--- config.mk ---
export PLATFORM = sky130hd
export DESIGN_NAME = puf_ascon_session_ctrl_flat
export DESIGN_NICKNAME = d
export VERILOG_FILES = /design/src/rtl/puf_ascon_session_ctrl_pkg.sv /design/src/rtl/puf_ascon_session_ctrl_if.sv /design/src/rtl/puf_ascon_session_ctrl_rr_arbiter2.sv /design/src/rtl/puf_ascon_session_ctrl.sv /design/src/flat_wrapper.sv
export SDC_FILE = /design/constraint.sdc
export NUM_CORES = 1
export LEC_CHECK = 0
export BUFFER_PORTS_ARGS = -buffer_cell sky130_fd_sc_hd__buf_4
export CAP_MARGIN = 10
export CORE_MARGIN = 2
export CORE_UTILIZATION = 55
export CTS_CLUSTER_SIZE = 20
export DETAILED_ROUTE_END_ITERATION = 12
export GPL_ROUTABILITY_DRIVEN = 0
export HOLD_SLACK_MARGIN = 0.12
export MAX_ROUTING_LAYER = met4
export PLACE_DENSITY_LB_ADDON = 0.08
export SLEW_MARGIN = 20
export SYNTH_ARGS = -nofsm -noshare
export SYNTH_HDL_FRONTEND = slang
export SYNTH_SLANG_ARGS = --single-unit
--- constraint.sdc ---
create_clock -name clk -period 2 [get_ports clk]
set_input_delay 0.4 -clock clk [delete_from_list [all_inputs] [get_ports clk]]
set_output_delay 0.4 -clock clk [all_outputs]
set_load 0.05 [all_outputs]
--- src/rtl/puf_ascon_session_ctrl_pkg.sv ---
// ---------------------------------------------------------------------------
// puf_ascon_pkg
// Shared definitions for the PUF-Ascon session controller: controller state
// encoding, operation codes, the default enrollment challenge and the width
// of the consecutive-failure counter.
// No ports (package).
// ---------------------------------------------------------------------------
package puf_ascon_pkg;

  typedef enum logic [2:0] {
    ST_BOOT,
    ST_PUF_WAIT,
    ST_READY,
    ST_RUN,
    ST_RESP,
    ST_LOCKED
  } state_t;

  localparam logic OP_ENC = 1'b0;
  localparam logic OP_DEC = 1'b1;

  localparam logic [4:0] DEFAULT_CHALLENGE = 5'h0A;

  localparam int FAIL_CNT_W = 3;
  localparam logic [FAIL_CNT_W-1:0] FAIL_CNT_MAX = '1;

endpackage

--- src/rtl/puf_ascon_session_ctrl_if.sv ---
// ---------------------------------------------------------------------------
// puf_ascon_session_ctrl_if
// Bundles every non-clock signal of the session controller.
//   Requester side : req, req_op (in) / gnt, rsp_valid, rsp_ok, rsp_id (out)
//   Status         : busy, locked, err_timeout, fail_cnt (out)
//   PUF side       : puf_generate, puf_challenge (out) / puf_ready (in)
//   Manager side   : encrypt_start, decrypt_start (out) /
//                    encrypt_done, decrypt_done, decryption_valid (in)
// Modports: slave = controller view, master = environment view.
// ---------------------------------------------------------------------------
interface puf_ascon_session_ctrl_if;
  import puf_ascon_pkg::*;

  logic [1:0]            req;
  logic [1:0]            req_op;
  logic [1:0]            gnt;
  logic                  rsp_valid;
  logic                  rsp_ok;
  logic                  rsp_id;
  logic                  busy;
  logic                  locked;
  logic                  err_timeout;
  logic [FAIL_CNT_W-1:0] fail_cnt;
  logic                  puf_generate;
  logic [4:0]            puf_challenge;
  logic                  puf_ready;
  logic                  encrypt_start;
  logic                  decrypt_start;
  logic                  encrypt_done;
  logic                  decrypt_done;
  logic                  decryption_valid;

  modport slave (
    input  req, req_op, puf_ready, encrypt_done, decrypt_done, decryption_valid,
    output gnt, rsp_valid, rsp_ok, rsp_id, busy, locked, err_timeout, fail_cnt,
           puf_generate, puf_challenge, encrypt_start, decrypt_start
  );

  modport master (
    output req, req_op, puf_ready, encrypt_done, decrypt_done, decryption_valid,
    input  gnt, rsp_valid, rsp_ok, rsp_id, busy, locked, err_timeout, fail_cnt,
           puf_generate, puf_challenge, encrypt_start, decrypt_start
  );

endinterface

--- src/rtl/puf_ascon_session_ctrl_rr_arbiter2.sv ---
// ---------------------------------------------------------------------------
// rr_arbiter2
// Two-requester round-robin arbiter. gnt is combinational one-hot; the
// last-served pointer advances only when en is high and a request exists.
//   clk, rst_n : clock, synchronous active-low reset
//   req        : request vector
//   en         : grant enable (grant actually taken this cycle)
//   gnt        : one-hot grant
// ---------------------------------------------------------------------------
module rr_arbiter2 (
  input  logic       clk,
  input  logic       rst_n,
  input  logic [1:0] req,
  input  logic       en,
  output logic [1:0] gnt
);

  // Pointer resets to 1 so requester 0 wins the first contested round.
  logic last;

  always_comb begin
    gnt = 2'b00;
    case (req)
      2'b01:   gnt = 2'b01;
      2'b10:   gnt = 2'b10;
      2'b11:   gnt = last ? 2'b01 : 2'b10;
      default: gnt = 2'b00;
    endcase
  end

  always_ff @(posedge clk) begin
    if (!rst_n) begin
      last <= 1'b1;
    end else if (en && (req != 2'b00)) begin
      last <= gnt[1];
    end
  end

endmodule

--- src/rtl/puf_ascon_session_ctrl.sv ---
// ---------------------------------------------------------------------------
// puf_ascon_session_ctrl
// Session controller in front of the PUF-Ascon configuration manager.
// Enrolls the PUF once after reset, then serves encrypt/decrypt requests
// from two requesters round-robin, reports pass/fail per transaction and
// locks out after MAX_FAIL consecutive failed decrypts or timeouts.
//   clk   : clock, rising edge
//   rst_n : synchronous active-low reset
//   bus   : slave modport carrying all requester, PUF and manager signals
// ---------------------------------------------------------------------------
module puf_ascon_session_ctrl
  import puf_ascon_pkg::*;
#(
  parameter int         MAX_FAIL  = 3,
  parameter int         TIMEOUT   = 1023,
  parameter logic [4:0] CHALLENGE = DEFAULT_CHALLENGE
) (
  input  logic                     clk,
  input  logic                     rst_n,
  puf_ascon_session_ctrl_if.slave  bus
);

  localparam logic [15:0]           TIMEOUT_VAL = 16'(TIMEOUT);
  localparam logic [FAIL_CNT_W-1:0] FAIL_LIMIT  = FAIL_CNT_W'(MAX_FAIL);

  state_t                state;
  logic [15:0]           wait_cnt;
  logic                  cur_op;
  logic                  cur_id;
  logic [1:0]            arb_gnt;
  logic                  grant_op;
  logic                  timeout_hit;
  logic                  run_done;
  logic                  run_ok;
  logic [FAIL_CNT_W-1:0] fail_next;

  rr_arbiter2 u_arb (
    .clk   (clk),
    .rst_n (rst_n),
    .req   (bus.req),
    .en    (state == ST_READY),
    .gnt   (arb_gnt)
  );

  // Only the done matching the latched op counts; a timeout is a failure.
  // fail_next is the counter value committed when RUN ends.
  always_comb begin
    grant_op    = arb_gnt[1] ? bus.req_op[1] : bus.req_op[0];
    timeout_hit = (wait_cnt == TIMEOUT_VAL);
    run_done    = (cur_op == OP_DEC) ? bus.decrypt_done : bus.encrypt_done;
    run_ok      = run_done && ((cur_op == OP_ENC) || bus.decryption_valid);
    fail_next   = bus.fail_cnt;
    if (run_ok && (cur_op == OP_DEC)) begin
      fail_next = '0;
    end else if (!run_ok && (bus.fail_cnt != FAIL_CNT_MAX)) begin
      fail_next = bus.fail_cnt + FAIL_CNT_W'(1);
    end
  end

  // Wait counter restarts on every state change so RUN entry at cycle S
  // hits TIMEOUT at S+TIMEOUT; done in that same cycle takes priority.
  always_ff @(posedge clk) begin
    if (!rst_n) begin
      state             <= ST_BOOT;
      wait_cnt          <= '0;
      cur_op            <= OP_ENC;
      cur_id            <= 1'b0;
      bus.gnt           <= 2'b00;
      bus.rsp_valid     <= 1'b0;
      bus.rsp_ok        <= 1'b0;
      bus.rsp_id        <= 1'b0;
      bus.busy          <= 1'b0;
      bus.locked        <= 1'b0;
      bus.err_timeout   <= 1'b0;
      bus.fail_cnt      <= '0;
      bus.puf_generate  <= 1'b0;
      bus.puf_challenge <= CHALLENGE;
      bus.encrypt_start <= 1'b0;
      bus.decrypt_start <= 1'b0;
    end else begin
      bus.gnt       <= 2'b00;
      bus.rsp_valid <= 1'b0;
      wait_cnt      <= wait_cnt + 16'd1;
      case (state)
        ST_BOOT: begin
          state             <= ST_PUF_WAIT;
          wait_cnt          <= '0;
          bus.busy          <= 1'b1;
          bus.puf_generate  <= 1'b1;
          bus.puf_challenge <= CHALLENGE;
        end
        ST_PUF_WAIT: begin
          if (bus.puf_ready) begin
            state            <= ST_READY;
            wait_cnt         <= '0;
            bus.busy         <= 1'b0;
            bus.puf_generate <= 1'b0;
          end else if (timeout_hit) begin
            state            <= ST_LOCKED;
            wait_cnt         <= '0;
            bus.puf_generate <= 1'b0;
            bus.err_timeout  <= 1'b1;
            bus.locked       <= 1'b1;
          end
        end
        ST_READY: begin
          if (bus.req != 2'b00) begin
            state             <= ST_RUN;
            wait_cnt          <= '0;
            bus.busy          <= 1'b1;
            bus.gnt           <= arb_gnt;
            cur_id            <= arb_gnt[1];
            cur_op            <= grant_op;
            bus.encrypt_start <= (grant_op == OP_ENC);
            bus.decrypt_start <= (grant_op == OP_DEC);
          end
        end
        ST_RUN: begin
          if (run_done || timeout_hit) begin
            state             <= ST_RESP;
            wait_cnt          <= '0;
            bus.encrypt_start <= 1'b0;
            bus.decrypt_start <= 1'b0;
            bus.rsp_valid     <= 1'b1;
            bus.rsp_ok        <= run_ok;
            bus.rsp_id        <= cur_id;
            bus.fail_cnt      <= fail_next;
            if (!run_done) begin
              bus.err_timeout <= 1'b1;
            end
          end
        end
        ST_RESP: begin
          wait_cnt <= '0;
          if (bus.fail_cnt >= FAIL_LIMIT) begin
            state      <= ST_LOCKED;
            bus.locked <= 1'b1;
          end else begin
            state    <= ST_READY;
            bus.busy <= 1'b0;
          end
        end
        ST_LOCKED: begin
          wait_cnt <= '0;
        end
        default: begin
          state <= ST_BOOT;
        end
      endcase
    end
  end

endmodule

--- src/flat_wrapper.sv ---
// flat-port wrapper written by rule: the top's interface ports become plain ports
module puf_ascon_session_ctrl_flat import puf_ascon_pkg::*;
#(
  parameter int         MAX_FAIL  = 3,
  parameter int         TIMEOUT   = 1023,
  parameter logic [4:0] CHALLENGE = DEFAULT_CHALLENGE
)
  (clk, rst_n, bus_req, bus_req_op, bus_puf_ready, bus_encrypt_done, bus_decrypt_done, bus_decryption_valid, bus_gnt, bus_rsp_valid, bus_rsp_ok, bus_rsp_id, bus_busy, bus_locked, bus_err_timeout, bus_fail_cnt, bus_puf_generate, bus_puf_challenge, bus_encrypt_start, bus_decrypt_start);
  puf_ascon_session_ctrl_if bus_i ();
  input  logic clk;
  input  logic rst_n;
  input wire logic [$bits(bus_i.req)-1:0] bus_req;
  input wire logic [$bits(bus_i.req_op)-1:0] bus_req_op;
  input wire logic [$bits(bus_i.puf_ready)-1:0] bus_puf_ready;
  input wire logic [$bits(bus_i.encrypt_done)-1:0] bus_encrypt_done;
  input wire logic [$bits(bus_i.decrypt_done)-1:0] bus_decrypt_done;
  input wire logic [$bits(bus_i.decryption_valid)-1:0] bus_decryption_valid;
  output wire logic [$bits(bus_i.gnt)-1:0] bus_gnt;
  output wire logic [$bits(bus_i.rsp_valid)-1:0] bus_rsp_valid;
  output wire logic [$bits(bus_i.rsp_ok)-1:0] bus_rsp_ok;
  output wire logic [$bits(bus_i.rsp_id)-1:0] bus_rsp_id;
  output wire logic [$bits(bus_i.busy)-1:0] bus_busy;
  output wire logic [$bits(bus_i.locked)-1:0] bus_locked;
  output wire logic [$bits(bus_i.err_timeout)-1:0] bus_err_timeout;
  output wire logic [$bits(bus_i.fail_cnt)-1:0] bus_fail_cnt;
  output wire logic [$bits(bus_i.puf_generate)-1:0] bus_puf_generate;
  output wire logic [$bits(bus_i.puf_challenge)-1:0] bus_puf_challenge;
  output wire logic [$bits(bus_i.encrypt_start)-1:0] bus_encrypt_start;
  output wire logic [$bits(bus_i.decrypt_start)-1:0] bus_decrypt_start;
  assign bus_i.req = bus_req;
  assign bus_i.req_op = bus_req_op;
  assign bus_i.puf_ready = bus_puf_ready;
  assign bus_i.encrypt_done = bus_encrypt_done;
  assign bus_i.decrypt_done = bus_decrypt_done;
  assign bus_i.decryption_valid = bus_decryption_valid;
  assign bus_gnt = bus_i.gnt;
  assign bus_rsp_valid = bus_i.rsp_valid;
  assign bus_rsp_ok = bus_i.rsp_ok;
  assign bus_rsp_id = bus_i.rsp_id;
  assign bus_busy = bus_i.busy;
  assign bus_locked = bus_i.locked;
  assign bus_err_timeout = bus_i.err_timeout;
  assign bus_fail_cnt = bus_i.fail_cnt;
  assign bus_puf_generate = bus_i.puf_generate;
  assign bus_puf_challenge = bus_i.puf_challenge;
  assign bus_encrypt_start = bus_i.encrypt_start;
  assign bus_decrypt_start = bus_i.decrypt_start;
  puf_ascon_session_ctrl #(.MAX_FAIL(MAX_FAIL), .TIMEOUT(TIMEOUT), .CHALLENGE(CHALLENGE)) u_core (.clk(clk), .rst_n(rst_n), .bus(bus_i));
endmodule
# Word-level counts from Yosys, hierarchy flattened
# Index checks and enable logic that the tools add are counted.
# word_totals
ff_bits	36
latchBits	0
mem_bits_rw	0
rom_bits	0
input_bits	10
out_inout_bits	19
elab_cells	105
mem_count	0
# op_classes
n_addsub	2
multipliers	0
div_mod_pow	0
order_cmp	1
n_eq_ne	19
shift	0
mux	37
n_bitwise	3
reduce_logical	27
# op_table
op	n
$mux W16	4
$pmux W16 S4	1
$mux W3	7
$pmux W3 S6	1
$add A16 B1 Y16 const B	1
$eq A16 B10 Y1 const B	1
$mux W1	16
$reduce_and A4 Y1	3
$reduce_bool A2 Y1	6
$pmux W1 S2	5
$reduce_and A3 Y1	3
$ne A2 B1 Y1 const B	4
$ne A2 B2 Y1 const B	4
$reduce_and A2 Y1	4
$eq A3 B2 Y1 const B	2
$eq A3 B3 Y1 const B	2
$pmux W2 S3	1
$reduce_and A5 Y1	1
$eq A2 B2 Y1 const B	2
$logic_and A1 B1 Y1	4
$pmux W1 S4	1
$reduce_bool A4 Y1	1
$add A3 B1 Y3 const B	1
$eq A3 B1 Y1 const B	1
other kinds (10)	13

# Depth between registers and ports, before layout
# depth
word_depth	7
mapped_depth	7
mapped_depth_nobuf	7

# Hierarchy
# From an unflattened synthesis, not the netlist that was laid out.
# unflattened
cells_unflattened	204
hier_area_um2	1794.2
# modules_own_cells
mod	n_inst	cells_each	area_each_um2	seq_area_each_um2
puf_ascon_session_ctrl	1	197	1735.4	700.7
rr_arbiter2	1	7	58.8	20.0

# Least setup slack after synthesis
# Ideal clock, no wire load.
# synth_path
kind	reg-to-reg
startpoint	register u_core.bus.fail_cnt[0]
endpoint	register u_core.state[1]
setup_time_ns	0.072
t_arrival_ns	1.952
required_ns	1.928
setup_slack_ns	-0.023
stages_incl_launch_ff	8
n_path_buf	0
period_less_slack_ns	2.023
cell_sequence	dfxtp_1 ha_1 ha_1 a211oi_1 a31oi_1 or2_2 a21o_1 mux2i_1
# synth_between
elab_chain_len	3
# synth_lines
element	line_no	rtl
from (decl)	puf_ascon_session_ctrl_if.sv:35	output gnt, rsp_valid, rsp_ok, rsp_id, busy, locked, err_timeout, fail_cnt,
from (signal assigned)	puf_ascon_session_ctrl.sv:127	bus.fail_cnt <= fail_next;
$ge A3 B2 Y1	puf_ascon_session_ctrl.sv:135	if (bus.fail_cnt >= FAIL_LIMIT) begin
$mux W3	puf_ascon_session_ctrl.sv:135	
$pmux W3 S6	puf_ascon_session_ctrl.sv:84	case (state)
to (signal assigned)	puf_ascon_session_ctrl.sv:86	state <= ST_PUF_WAIT;
to (signal assigned)	puf_ascon_session_ctrl.sv:136	state <= ST_LOCKED;
to (signal assigned)	puf_ascon_session_ctrl.sv:139	state <= ST_READY;
to (decl)	puf_ascon_session_ctrl.sv:26	state_t state;
# No other way between the ends.
# A chain may end at the register's enable or synchronous reset.

# Worst setup path in the final report
# layout_path
startpoint	register u_core.wait_cnt[0]
endpoint	register u_core.wait_cnt[12]
# layout_between
elab_chain_len	4
word_cells_on_any_way	8
cone_classes	1 x add/sub; 1 x eq/ne; 5 x mux; 1 x reduce/logical
# layout_lines
element	line_no	rtl
from (decl)	puf_ascon_session_ctrl.sv:27	logic [15:0] wait_cnt;
from (signal assigned)	puf_ascon_session_ctrl.sv:83	wait_cnt <= wait_cnt + 16'd1;
$add A16 B1 Y16 / $eq A16 B10 Y1 (equally long branches)	puf_ascon_session_ctrl.sv:83, puf_ascon_session_ctrl.sv:49	
$mux W16 / $logic_or A1 B1 Y1 (equally long branches)	puf_ascon_session_ctrl.sv:98, puf_ascon_session_ctrl.sv:119	
$mux W16 (on tied branches)	puf_ascon_session_ctrl.sv:93, puf_ascon_session_ctrl.sv:119	
$pmux W16 S4 *	puf_ascon_session_ctrl.sv:84	
# Mark *: on every way between the ends. The rest lies on a longest branch, timed or not.

==> results by group <==
Routing
  – Vias per cell: 5.46
  – DRC: 0
  – Wire length per cell: 12.8 um
  – Via count: 1,605
  – DRT Pass-1 Iters: 4
  – ANT nets after route: 0
  – 1st-iter DRT viols: 181
  – WL final: 3770 um

Logic synthesis
  – Top-area cell type share of the netlist area: 39.2%
  – Netlist cell types: 45
  – Warnings from Yosys: 0
  – Synth Register Bits: 36
  – Dominant synthesized flop cell: dfxtp_1
  – Area contributors post-synth: dfxtp_1, nor2_1, nand2_1
  – Ys async rst share: 0%
  – EDFF count, synth: 0
  – Yosys top cell by area: dfxtp_1
  – Cells after synthesis: 220
  – Synth Cell Area: 1840 um2
  – Avg Cell Area, Syn: 8.35 um2
  – Sequential-to-total area share from yosys stat: 39.2%

Clocking
  – Worst-path clk slew: 0.11 ns
  – Root Buffer: clkbuf_4
  – CTS Buffer Depth: 2
  – CTS buffer count: 5
  – H-Tree Depth: 2
  – Clk sinks: 36
  – CTS tree: done
  – Skew-Pair Late Insertion Delay: 0.34 ns

Critical path
  – Setup CP Type: flop to flop
  – CP cell instances: ha_1 > nand3_1 > nor3_4 > nand4_4 > o311ai_4 > buf_12 > nor2_1
  – Worst path required time: 2.24 ns
  – Highest net fanout along the worst path: 16
  – CP Capture Type: flop
  – CP Data Arrival Time: 2.14 ns
  – Delay of the slowest critical-path stage: 0.39 ns
  – Reg-to-reg setup timing slack: 0.10 ns
  – Worst path slowest cell: dfxtp_1
  – Worst setup SP type: flop

Floorplan
  – # rows: 20
  – Initial core utilization: 59.2%
  – Ports: 29
  – DIE WIDTH: 61.8 um
  – Die footprint: 3820 um2
  – Chip height: 61.8 um
  – Core ar.: 3100 um2

Global routing
  – Grt total ovfl: 0
  – Initial antenna violation count: 0
  – First-pass GRT wire length: 6200 um
  – Largest net degree at the start of global routing: 23
  – Total global-route track usage: 22.4%
  – Vias in the first global route: 1,469

Placed design
  – Port buffer count: 23
  – DP Wirelength: 2840 um

Finish
  – Layout fillers: 257
  – Share of layout cells above drive strength 1: 20.0%
  – Most frequent cells in the layout: dfxtp_1, nor2_1, buf_4
  – Antenna cell count: 0
  – Nets@finish: 263
  – Layout Utilization: 69.6%
  – Area occupied by multi-input gates: 1030 um2
  – Area growth, synth to finish: 17.6%
  – Leading cell type in the layout, fill and taps excluded: dfxtp_1
  – Storage cell area: 721 um2

STA
  – Post-Route Skew: 0.00772 ns
  – Peak Freq: 526 MHz
  – Endpoints failing setup: 0
  – Final worst-path cycle share: 95.0%
  – Final slew viol count: 0
  – Final hold viol count: 0
  – Post-route minimum period: 1.90 ns

Pwr
  – Sequential power share: 48.5%
  – Clock network power share: 30.6%
  – Leak: 0.867 nW
  – Sw Pwr: 0.498 mW
  – Tot Pwr: 1.64 mW
  – Peak supply drop: 461 uV
  – Combinational group share of total power: 20.9%
  – PwrDens: 759 nW/um2
  – Switching part of the total: 30.4%
  – Internal power: 1.14 mW

Outcome
  – Status: completed

Worst hold path
  – Type of the worst min-delay path: input pin to flop

Flow run
  – MaxCap Viol Count: 0
-- through the flow --
| stage | worst slack, ns | hold slack [ns] | setup TNS [ns] | instances | instance area [um2] |
|---|---|---|---|---|---|
| after floorplan | 0.0707 | 0.429 | 0 | 223 | 1850 |
| after detailed placement | 0.0816 | 0.452 | 0 | 283 | 2060 |
| after global placement | 0.166 | 0.443 | 0 | 283 | 2060 |
| after CTS | 0.0636 | 0.342 | 0 | 291 | 2130 |
| final | 0.100 | 0.355 | 0 | 294 | 2160 |
| after global routing | -0.0210 | 0.353 | -0.0866 | 294 | 2160 |
-- metal layers --
layer,share of wire [%],track usage (%),vias up
met2,52,36.5,39
met5,0,-,-
met1,42,25.5,761
met4,0.96,9.12,0
li1,-,-,801
met3,4.9,7.04,4
-- cell type report --
type                    count  share of cell area, %
multi-input cells         166                   47.7
flip-flops and latches     36                   33.4
repair buffers             31                   11.3
well taps                  44                   2.55
clock buffers               6                   1.91
clock inverters             2                   1.62
inverters                   9                   1.56
-- cells by family after synthesis --
logic type               after synthesis  synth area share, %
AND/OR/NAND/NOR                      100                 27.1
AO/OA/AOI/OAI                         37                 14.7
flip-flops                            36                 39.2
buffers and inverters                 21                 5.86
XOR/XNOR                              14                 6.68
multiplexers                           6                 3.27
adder cells (fa/ha/maj)                4                 2.72
other                                  2                0.409
-- path summary, 6_finish.rpt --
kind / startpoint / end / cells after the start
setup / recovery: u_core.wait_cnt[0]$_SDFF_PN0_ / u_core.wait_cnt[12]$_SDFF_PN0_ / 7
hold / removal: bus_req[1] / u_core.bus.gnt[1]$_SDFF_PN0_ / 3
setup reg to reg: u_core.wait_cnt[0]$_SDFF_PN0_ / u_core.wait_cnt[12]$_SDFF_PN0_ / 7
hold reg to reg: u_core.wait_cnt[0]$_SDFF_PN0_ / u_core.wait_cnt[0]$_SDFF_PN0_ / 1
-- worst max-delay path: cells and delay by family (launching register included) --
kind / cells / cell delay (ns)
adders and majority gates: 1 / 0.22
AOI/OAI and AO/OA: 1 / 0.34
and+or+nand+nor: 4 / 0.67
buffers and inverters: 1 / 0.18
DFF: 1 / 0.39
-- flip-flops by register name (all words and copies together) (netlist names), 2 cells and up --
name and cells:
u_core.wait_cnt 16, u_core.bus.fail_cnt 3, u_core.state 3, u_core.bus.gnt 2
-- synthesized netlist by cell type, types with 2 or more instances --
cell type,number
o21ai_0,10
dfxtp_1,36
nor3_1,7
a31oi_1,2
nand4_1,5
clkbuf_1,4
nand2b_1,3
buf_4,5
or2_2,3
conb_1,2
mux2i_1,6
ha_1,4
nand3_1,13
xor2_1,8
a211oi_1,3
xnor2_1,6
and3_1,3
nand2_1,21
a21oi_1,8
buf_2,2
and3b_1,2
inv_1,9
nor2_1,35
o31ai_1,2
-- power groups by stage --
stage / clock (mW) / combinational, mW / sequential (mW)
finish: 0.502 / 0.343 / 0.794
global route: 0.546 / 0.374 / 0.800
CTS: 0.512 / 0.339 / 0.793
detailed placement: 0 / 0.338 / 0.810
global placement: 0 / 0.333 / 0.808
floorplan: 0 / 0.223 / 0.836
-- what timing repair did --
item | 4_1_cts | 5_1_grt
buffers inserted | 0 | 3
hold endpoints to repair | 0 | 0
hold buffers | 0 | 0
setup endpoints to repair | 0 | 20
gates resized for setup | 0 | 1
(Power assumes the default switching activity.)
